**config.mk**
```make
export PLATFORM = sky130hd
export DESIGN_NAME = acc4_writeback_flat
export DESIGN_NICKNAME = d
export VERILOG_FILES = /design/src/rtl/acc4_writeback_if.sv /design/src/rtl/acc4_writeback.sv /design/src/flat_wrapper.sv
export SDC_FILE = /design/constraint.sdc
export NUM_CORES = 1
export LEC_CHECK = 0
export CORE_ASPECT_RATIO = 0.8
export CORE_MARGIN = 2
export CORE_UTILIZATION = 53
export DETAILED_ROUTE_END_ITERATION = 16
export PLACE_DENSITY = 0.81
export SLEW_MARGIN = 20
export SYNTH_ARGS = -nofsm -noshare
export SYNTH_HDL_FRONTEND = slang
export SYNTH_SLANG_ARGS = --single-unit
```
**constraint.sdc**
```tcl
create_clock -name clk -period 4 [get_ports clk]
set_input_delay 0.8 -clock clk [delete_from_list [all_inputs] [get_ports clk]]
set_output_delay 0.8 -clock clk [all_outputs]
set_load 0.1 [all_outputs]
```
**src/rtl/acc4_writeback_if.sv**
```systemverilog
// Bus bundle between the controller/accessor side and acc4_writeback.
// Holds the start/config inputs, the BRAM0 read stream, the state flags and
// the BRAM1 write port.
//   master : the controller/accessor side; drives the *_i signals, observes the *_o signals
//   slave  : acc4_writeback; consumes the *_i signals, drives the *_o signals
interface acc4_writeback_if #(
  parameter int unsigned CNT_BIT  = 31,
  parameter int unsigned DWIDTH_1 = 32,
  parameter int unsigned DWIDTH_2 = 64,
  parameter int unsigned AWIDTH   = 8
);
  logic                start_i;
  logic [CNT_BIT-1:0]  run_count_i;
  logic [AWIDTH-1:0]   res_addr_i;
  logic                rd_en_i;
  logic [DWIDTH_1-1:0] q_b0_i;
  logic                idle_o;
  logic                acc_o;
  logic                write_o;
  logic                done_o;
  logic                ovf_o;
  logic [AWIDTH-1:0]   addr_b1_o;
  logic                ce_b1_o;
  logic                we_b1_o;
  logic [DWIDTH_2-1:0] d_b1_o;

  modport master (
    output start_i, run_count_i, res_addr_i, rd_en_i, q_b0_i,
    input  idle_o, acc_o, write_o, done_o, ovf_o,
    input  addr_b1_o, ce_b1_o, we_b1_o, d_b1_o
  );

  modport slave (
    input  start_i, run_count_i, res_addr_i, rd_en_i, q_b0_i,
    output idle_o, acc_o, write_o, done_o, ovf_o,
    output addr_b1_o, ce_b1_o, we_b1_o, d_b1_o
  );
endinterface

```
**src/rtl/acc4_writeback.sv**
```systemverilog
// acc4_writeback: accumulates the four unsigned 8-bit lanes of each BRAM0
// word into 16-bit saturating sums and writes the packed result
// {acc3, acc2, acc1, acc0} into one BRAM1 row, followed by a done pulse.
// Ports:
//   clk   : rising-edge clock
//   reset : synchronous, active-high reset
//   bus   : acc4_writeback_if.slave
//           in : start_i, run_count_i, res_addr_i, rd_en_i, q_b0_i
//           out: idle_o/acc_o/write_o/done_o (one-hot state), ovf_o,
//                addr_b1_o, ce_b1_o, we_b1_o, d_b1_o
module acc4_writeback #(
  parameter int unsigned CNT_BIT       = 31,
  parameter int unsigned DWIDTH_1      = 32,
  parameter int unsigned DWIDTH_2      = 64,
  parameter int unsigned AWIDTH        = 8,
  parameter int unsigned IN_DATA_WIDTH = 8,
  parameter int unsigned ACC_WIDTH     = 16
) (
  input logic             clk,
  input logic             reset,
  acc4_writeback_if.slave bus
);

  localparam int unsigned LANES = DWIDTH_1 / IN_DATA_WIDTH;
  localparam int unsigned SUM_W = ACC_WIDTH + 1;

  typedef enum logic [1:0] {
    ST_IDLE  = 2'd0,
    ST_ACC   = 2'd1,
    ST_WRITE = 2'd2,
    ST_DONE  = 2'd3
  } state_t;

  state_t               state_q;
  state_t               state_d;
  logic                 vld_q;
  logic [CNT_BIT-1:0]   cnt_val_q;
  logic [CNT_BIT-1:0]   sample_cnt_q;
  logic [AWIDTH-1:0]    addr_q;
  logic                 ovf_q;
  logic [ACC_WIDTH-1:0] acc_q [LANES];

  logic                 start_take;
  logic                 acc_take;
  logic [ACC_WIDTH-1:0] acc_d [LANES];
  logic [SUM_W-1:0]     sum_w [LANES];
  logic                 clip_any;
  logic [DWIDTH_1-1:0]  q_w;
  logic [DWIDTH_2-1:0]  d_pack;

  // Per-lane saturating add; the carry bit of the widened sum marks a clip.
  always_comb begin
    q_w      = bus.q_b0_i;
    clip_any = 1'b0;
    for (int k = 0; k < LANES; k++) begin
      sum_w[k] = {1'b0, acc_q[k]} + SUM_W'(q_w[k*IN_DATA_WIDTH +: IN_DATA_WIDTH]);
      acc_d[k] = sum_w[k][ACC_WIDTH] ? {ACC_WIDTH{1'b1}} : sum_w[k][ACC_WIDTH-1:0];
      clip_any = clip_any | sum_w[k][ACC_WIDTH];
    end
  end

  // Next-state logic; valids are only taken in ACC and start only in IDLE.
  always_comb begin
    state_d    = state_q;
    start_take = 1'b0;
    acc_take   = 1'b0;
    case (state_q)
      ST_IDLE: begin
        if (bus.start_i) begin
          start_take = 1'b1;
          state_d    = (bus.run_count_i == '0) ? ST_WRITE : ST_ACC;
        end
      end
      ST_ACC: begin
        if (vld_q) begin
          acc_take = 1'b1;
          if ((sample_cnt_q + CNT_BIT'(1)) == cnt_val_q) begin
            state_d = ST_WRITE;
          end
        end
      end
      ST_WRITE: state_d = ST_DONE;
      ST_DONE:  state_d = ST_IDLE;
      default:  state_d = ST_IDLE;
    endcase
  end

  // State register.
  always_ff @(posedge clk) begin
    if (reset) begin
      state_q <= ST_IDLE;
    end else begin
      state_q <= state_d;
    end
  end

  // Datapath: vld models the one-cycle BRAM0 read latency.
  always_ff @(posedge clk) begin
    if (reset) begin
      vld_q        <= 1'b0;
      cnt_val_q    <= '0;
      sample_cnt_q <= '0;
      addr_q       <= '0;
      ovf_q        <= 1'b0;
      for (int k = 0; k < LANES; k++) begin
        acc_q[k] <= '0;
      end
    end else begin
      vld_q <= bus.rd_en_i;
      if (start_take) begin
        cnt_val_q    <= bus.run_count_i;
        addr_q       <= bus.res_addr_i;
        sample_cnt_q <= '0;
        ovf_q        <= 1'b0;
        for (int k = 0; k < LANES; k++) begin
          acc_q[k] <= '0;
        end
      end else if (acc_take) begin
        sample_cnt_q <= sample_cnt_q + CNT_BIT'(1);
        ovf_q        <= ovf_q | clip_any;
        for (int k = 0; k < LANES; k++) begin
          acc_q[k] <= acc_d[k];
        end
      end
    end
  end

  // Write data is the live accumulator set, so it also serves as readback after DONE.
  always_comb begin
    d_pack = '0;
    for (int k = 0; k < LANES; k++) begin
      d_pack[k*ACC_WIDTH +: ACC_WIDTH] = acc_q[k];
    end
  end

  assign bus.idle_o    = (state_q == ST_IDLE);
  assign bus.acc_o     = (state_q == ST_ACC);
  assign bus.write_o   = (state_q == ST_WRITE);
  assign bus.done_o    = (state_q == ST_DONE);
  assign bus.ce_b1_o   = (state_q == ST_WRITE);
  assign bus.we_b1_o   = (state_q == ST_WRITE);
  assign bus.ovf_o     = ovf_q;
  assign bus.addr_b1_o = addr_q;
  assign bus.d_b1_o    = d_pack;

endmodule

```
**src/flat_wrapper.sv**
```systemverilog
// flat-port wrapper written by rule: the top's interface ports become plain ports
module acc4_writeback_flat 
#(
  parameter int unsigned CNT_BIT       = 31,
  parameter int unsigned DWIDTH_1      = 32,
  parameter int unsigned DWIDTH_2      = 64,
  parameter int unsigned AWIDTH        = 8,
  parameter int unsigned IN_DATA_WIDTH = 8,
  parameter int unsigned ACC_WIDTH     = 16
)
  (clk, reset, bus_start_i, bus_run_count_i, bus_res_addr_i, bus_rd_en_i, bus_q_b0_i, bus_idle_o, bus_acc_o, bus_write_o, bus_done_o, bus_ovf_o, bus_addr_b1_o, bus_ce_b1_o, bus_we_b1_o, bus_d_b1_o);
  acc4_writeback_if #(.CNT_BIT(CNT_BIT), .DWIDTH_1(DWIDTH_1), .DWIDTH_2(DWIDTH_2), .AWIDTH(AWIDTH)) bus_i ();
  input logic clk;
  input logic reset;
  input wire logic [$bits(bus_i.start_i)-1:0] bus_start_i;
  input wire logic [$bits(bus_i.run_count_i)-1:0] bus_run_count_i;
  input wire logic [$bits(bus_i.res_addr_i)-1:0] bus_res_addr_i;
  input wire logic [$bits(bus_i.rd_en_i)-1:0] bus_rd_en_i;
  input wire logic [$bits(bus_i.q_b0_i)-1:0] bus_q_b0_i;
  output wire logic [$bits(bus_i.idle_o)-1:0] bus_idle_o;
  output wire logic [$bits(bus_i.acc_o)-1:0] bus_acc_o;
  output wire logic [$bits(bus_i.write_o)-1:0] bus_write_o;
  output wire logic [$bits(bus_i.done_o)-1:0] bus_done_o;
  output wire logic [$bits(bus_i.ovf_o)-1:0] bus_ovf_o;
  output wire logic [$bits(bus_i.addr_b1_o)-1:0] bus_addr_b1_o;
  output wire logic [$bits(bus_i.ce_b1_o)-1:0] bus_ce_b1_o;
  output wire logic [$bits(bus_i.we_b1_o)-1:0] bus_we_b1_o;
  output wire logic [$bits(bus_i.d_b1_o)-1:0] bus_d_b1_o;
  assign bus_i.start_i = bus_start_i;
  assign bus_i.run_count_i = bus_run_count_i;
  assign bus_i.res_addr_i = bus_res_addr_i;
  assign bus_i.rd_en_i = bus_rd_en_i;
  assign bus_i.q_b0_i = bus_q_b0_i;
  assign bus_idle_o = bus_i.idle_o;
  assign bus_acc_o = bus_i.acc_o;
  assign bus_write_o = bus_i.write_o;
  assign bus_done_o = bus_i.done_o;
  assign bus_ovf_o = bus_i.ovf_o;
  assign bus_addr_b1_o = bus_i.addr_b1_o;
  assign bus_ce_b1_o = bus_i.ce_b1_o;
  assign bus_we_b1_o = bus_i.we_b1_o;
  assign bus_d_b1_o = bus_i.d_b1_o;
  acc4_writeback #(.CNT_BIT(CNT_BIT), .DWIDTH_1(DWIDTH_1), .DWIDTH_2(DWIDTH_2), .AWIDTH(AWIDTH), .IN_DATA_WIDTH(IN_DATA_WIDTH), .ACC_WIDTH(ACC_WIDTH)) u_core (.clk(clk), .reset(reset), .bus(bus_i));
endmodule
```
==> summary.md <==
| Metric | Value |
|---|---|
| Run status | finished clean |
| Clock tree root buffer cell | clkbuf_16 |
| Nature of the critical path startpoint | input port |
| Maximum number of pins on one net before global-route repair | 44 |
| Detail-routed net length per standard cell | 17.36 microns |
| CTS Buf Count | 17 |
| Number of hold buffers added after cts | 0 |
| Final hold violation count | 0 |
| Number of maximum-capacitance constraint violations | 0 |
| Via density per instance | 6.022 |
| Most frequent cells after synthesis | 91 x a21oi_1, 90 x dfxtp_1, 58 x xnor2_1 |
| Area share of the largest cell type after synthesis | between 20% and 30% |
| Estimated wirelength of the detail-placed design | 15220 microns |
| Via count | 7353 |
| Clock buffer depth | 2 |
| WHS Endpoint | u_core.bus.ovf_o |
| Transition time at the pin with the least slew margin | 1.092 ns |
| Net total in the final layout | 1135 |
| Normalized max-slew margin | 26.95% |
| Layout cells sized above 1 | between 6 and 7% |
| Number of synthesized register bits | 138 |
| Largest stage delay on the critical path | between 0.4 and 0.5 ns |
| Leakage power of the design | approximately 0.0039 uW |
| Length of the first detailed-routing pass in iterations | 5 |
| Slowest stage cell, crit path | fa_1 |
| Clock latency at the later pin of the worst-skew pair | between 0.4 and 0.5 ns |
| Share of synthesized area occupied by flip-flops and latches | approximately two fifths |
| Worst setup skew after layout | 0.007732 ns |
| Antenna Diode Count | 0 |
| X dimension of the die | 142.1 microns |
| Max rail drop VDD | 0.3491 mV |
| Global-route wire length before repair | 34470 microns |
| Number of nets produced by synthesis | 996 |
| Input/output buffers | roughly 150 |
| Final max-slew violation count | 0 |
| Most common flop cell mapped by yosys | dfxtp_1 |
| Switching Fraction | 43.36% |
| Arrival time of the worst setup path | ~3.6 ns |
| Path type of the worst setup path | input port to flip-flop |
| Remaining Overflow, GRT | 0 |
| Overall fraction of global-route tracks in use | 26.71% |
| Rows | 40 |
| Post-synth top area cell | dfxtp_1 |
| Clock share of power | approximately a quarter |
| Part of the power in combinational logic | a little over two fifths |
| Last weighted congestion value of the routability-driven placer | 0.8817 |
| Setup TNS | 0 ns |
| Detailed-routing wirelength on met1 | 10000 microns |
| Total core area | 14960 sq um |
| Number of primary I/O pins | 154 |
| Met3 WL | 1687 microns |
| Synthesized area per cell | 9.195 sq um |
| Worst setup EP type | flip-flop |
| Cells after synthesis | just under 900 |
| Initial antenna violation count | 0 |
| DR DRC count | 0 |
| Worst Reg-to-Reg Cells | 9 |
| Internal power contribution | approximately 3300 uW |
| H-tree depth reported by CTS | 4 |
| PwrDens | around 570 nW/um^2 |
| Number of failing setup endpoints in the final timing report | 0 |
| Count of flip-flops with a built-in enable after synthesis | 48 |
| Worst-path clk slew | 0.05 ns |
| Reg power frac | 31.9% |
| TritonCTS clock tree | yes |
| Launching point of the worst reg2reg path | u_core.sample_cnt_q[0] |
| Residual antenna-violating net count after detailed routing | 0 |
| Die Span Y | 114.5 microns |
| Leading post-synthesis cells by cell area | dfxtp_1 22%, edfxtp_1 18%, xnor2_1 6.3% |
| Die area | around 16000 sq um |
| Initial DRC Count | 714 |
| Number of distinct library cell variants in the gate-level netlist after synthesis | a little under 70 |
| Area growth, synth to finish | 27.88% |
| Terminus of the critical flop-to-flop path | u_core.state_q[1] |
| Met2 Routed Length | 9169 microns |
| WHS Path Cells | 2 |
| Kind of path behind the tightest hold check | flip-flop to flip-flop |
| Starting density of the core | 54.07% |
| Vias in the first global route | 6800 |
| Worst path required time | 4.18 ns |
| Highest signal layer in the routed design | met4 |
| Post-Route Utilization | 69.15% |
| Peak clock frequency supported by timing | 0.2959 GHz |
| CTS sink cnt | 138 |
| Worst Min Path Start | u_core.bus.ovf_o |
| Final Critical Period | 3.380 ns |
| Area of the mapped netlist | 8092 sq um |
| Critical-path cell list | clkdlybuf4s50_1 -> ha_1 -> fa_1 -> a21o_1 -> a21oi_1 -> o21bai_1 -> a2111oi_0 -> buf_4 -> or4_1 -> nand3_1 -> mux2i_1 -> nor2_1 |
| Final wirelength | 21200 microns |
| Tcrit/Tclk final | 84.50% |
| Reported net switching power | between 2000 and 3000 uW |
| Peak fanout along the critical path | 8 |
| Count of cells resized by post-cts repair | 0 |
| Synth warnings | 0 |
| Library cell with the highest instance count after synthesis | a21oi_1 |
| Setup slack, reg-to-reg | between 0.6 and 0.7 ns |
| Setup repair bufs after CTS | 0 |
| Share of synthesized flip-flops with an asynchronous set or reset | 0% |
| RSZ-0062 raised after global routing | false |
## power by group through the flow
stage | Sequential (uW) | Clock [uW] | Combinational, uW
2_1_floorplan | 2740 | 0 | 1020
3_3_place_gp | 1890 | 0 | 2460
3_5_place_dp | 1890 | 0 | 2480
4_1_cts | 1870 | 1500 | 2500
5_1_grt | 1900 | 1570 | 2630
6_report | 1870 | 1490 | 2500
## sequential cells by signal, indices dropped and copies added, names as in the netlist
name,flops
u_core.sample_cnt_q,31
u_core.cnt_val_q,31
u_core.acc_q,64
u_core.bus.addr_b1_o,8
u_core.bus.ovf_o,1
u_core.vld_q,1
u_core.state_q,2
## kinds of logic after synthesis
family | share of synthesized area, %
and+or+nand+nor | 20.07
AOI/OAI and AO/OA | 18.37
DFF | 40.08
xor gates and xnor gates | 9.201
buffers and inverters | 4.129
adders and majority gates | 6.711
muxes | 1.438
## layer usage
metal / track usage, % / vias up
li1: - / 3530
met1: 38.81 / 3469
met2: 40.26 / 320
met3: 5.939 / 34
met4: 7.067 / 0
met5: 0 / -
## how the worst max path moves through the flow
stage | startpoint | end
final | bus_q_b0_i[0] | u_core.acc_q[0][9]
after CTS | bus_q_b0_i[0] | u_core.acc_q[0][9]
after global routing | bus_q_b0_i[16] | u_core.acc_q[2][6]
after floorplan | u_core.acc_q[0][0] | u_core.acc_q[0][9]
after detailed placement | bus_q_b0_i[0] | u_core.acc_q[0][9]
after global placement | bus_q_b0_i[0] | u_core.acc_q[0][9]
## through the flow
| step | worst slack [ns] | hold WS, ns | cell area [sq um] | total power (uW) | std cells |
|---|---|---|---|---|---|
| floorplan | 0.1484 | 0.4699 | 8092 | 3754 | 880 |
| global placement | 0.3137 | 0.4564 | 9784 | 4341 | 1189 |
| detailed placement | 0.1994 | 0.4579 | 9784 | 4374 | 1189 |
| CTS | 0.6416 | 0.4703 | 10350 | 5869 | 1221 |
| global route | 0.4081 | 0.4886 | 10350 | 6097 | 1221 |
| finish | 0.6201 | 0.4673 | 10350 | 5861 | 1221 |
## critical path, delay by kind of cell
kind	cells	cell delay, ns
AOI/OAI and AO/OA	4	0.96
adders and majority gates	2	0.62
buffers and inverters	2	0.60
and+or+nand+nor	3	0.43
muxes	1	0.15
## placed cells by master (no fill, tap or decap), types with 14 or more instances in the layout
master	instances
ha_1	37
o21ai_0	38
buf_4	18
xor2_1	27
and3_1	14
dfxtp_1	90
or3_1	15
nand3_1	20
a22o_1	38
nor3_1	38
nor4_1	16
xnor2_1	58
nand2_1	56
inv_1	29
clkdlybuf4s50_1	152
nor2_1	56
a21oi_1	90
edfxtp_1	48
nand4_1	22
clkbuf_16	19
## area by class of cell
class,count,area [sq um]
clock buffer,25,528.0
sequential,138,3243
timing repair buffer,170,1657
tap,189,236.5
inverter,30,112.6
clock inverter,7,35.03
fill,1190,4617
multi-input combinational,662,4536
No activity file was read; power rests on OpenSTA's default activity.
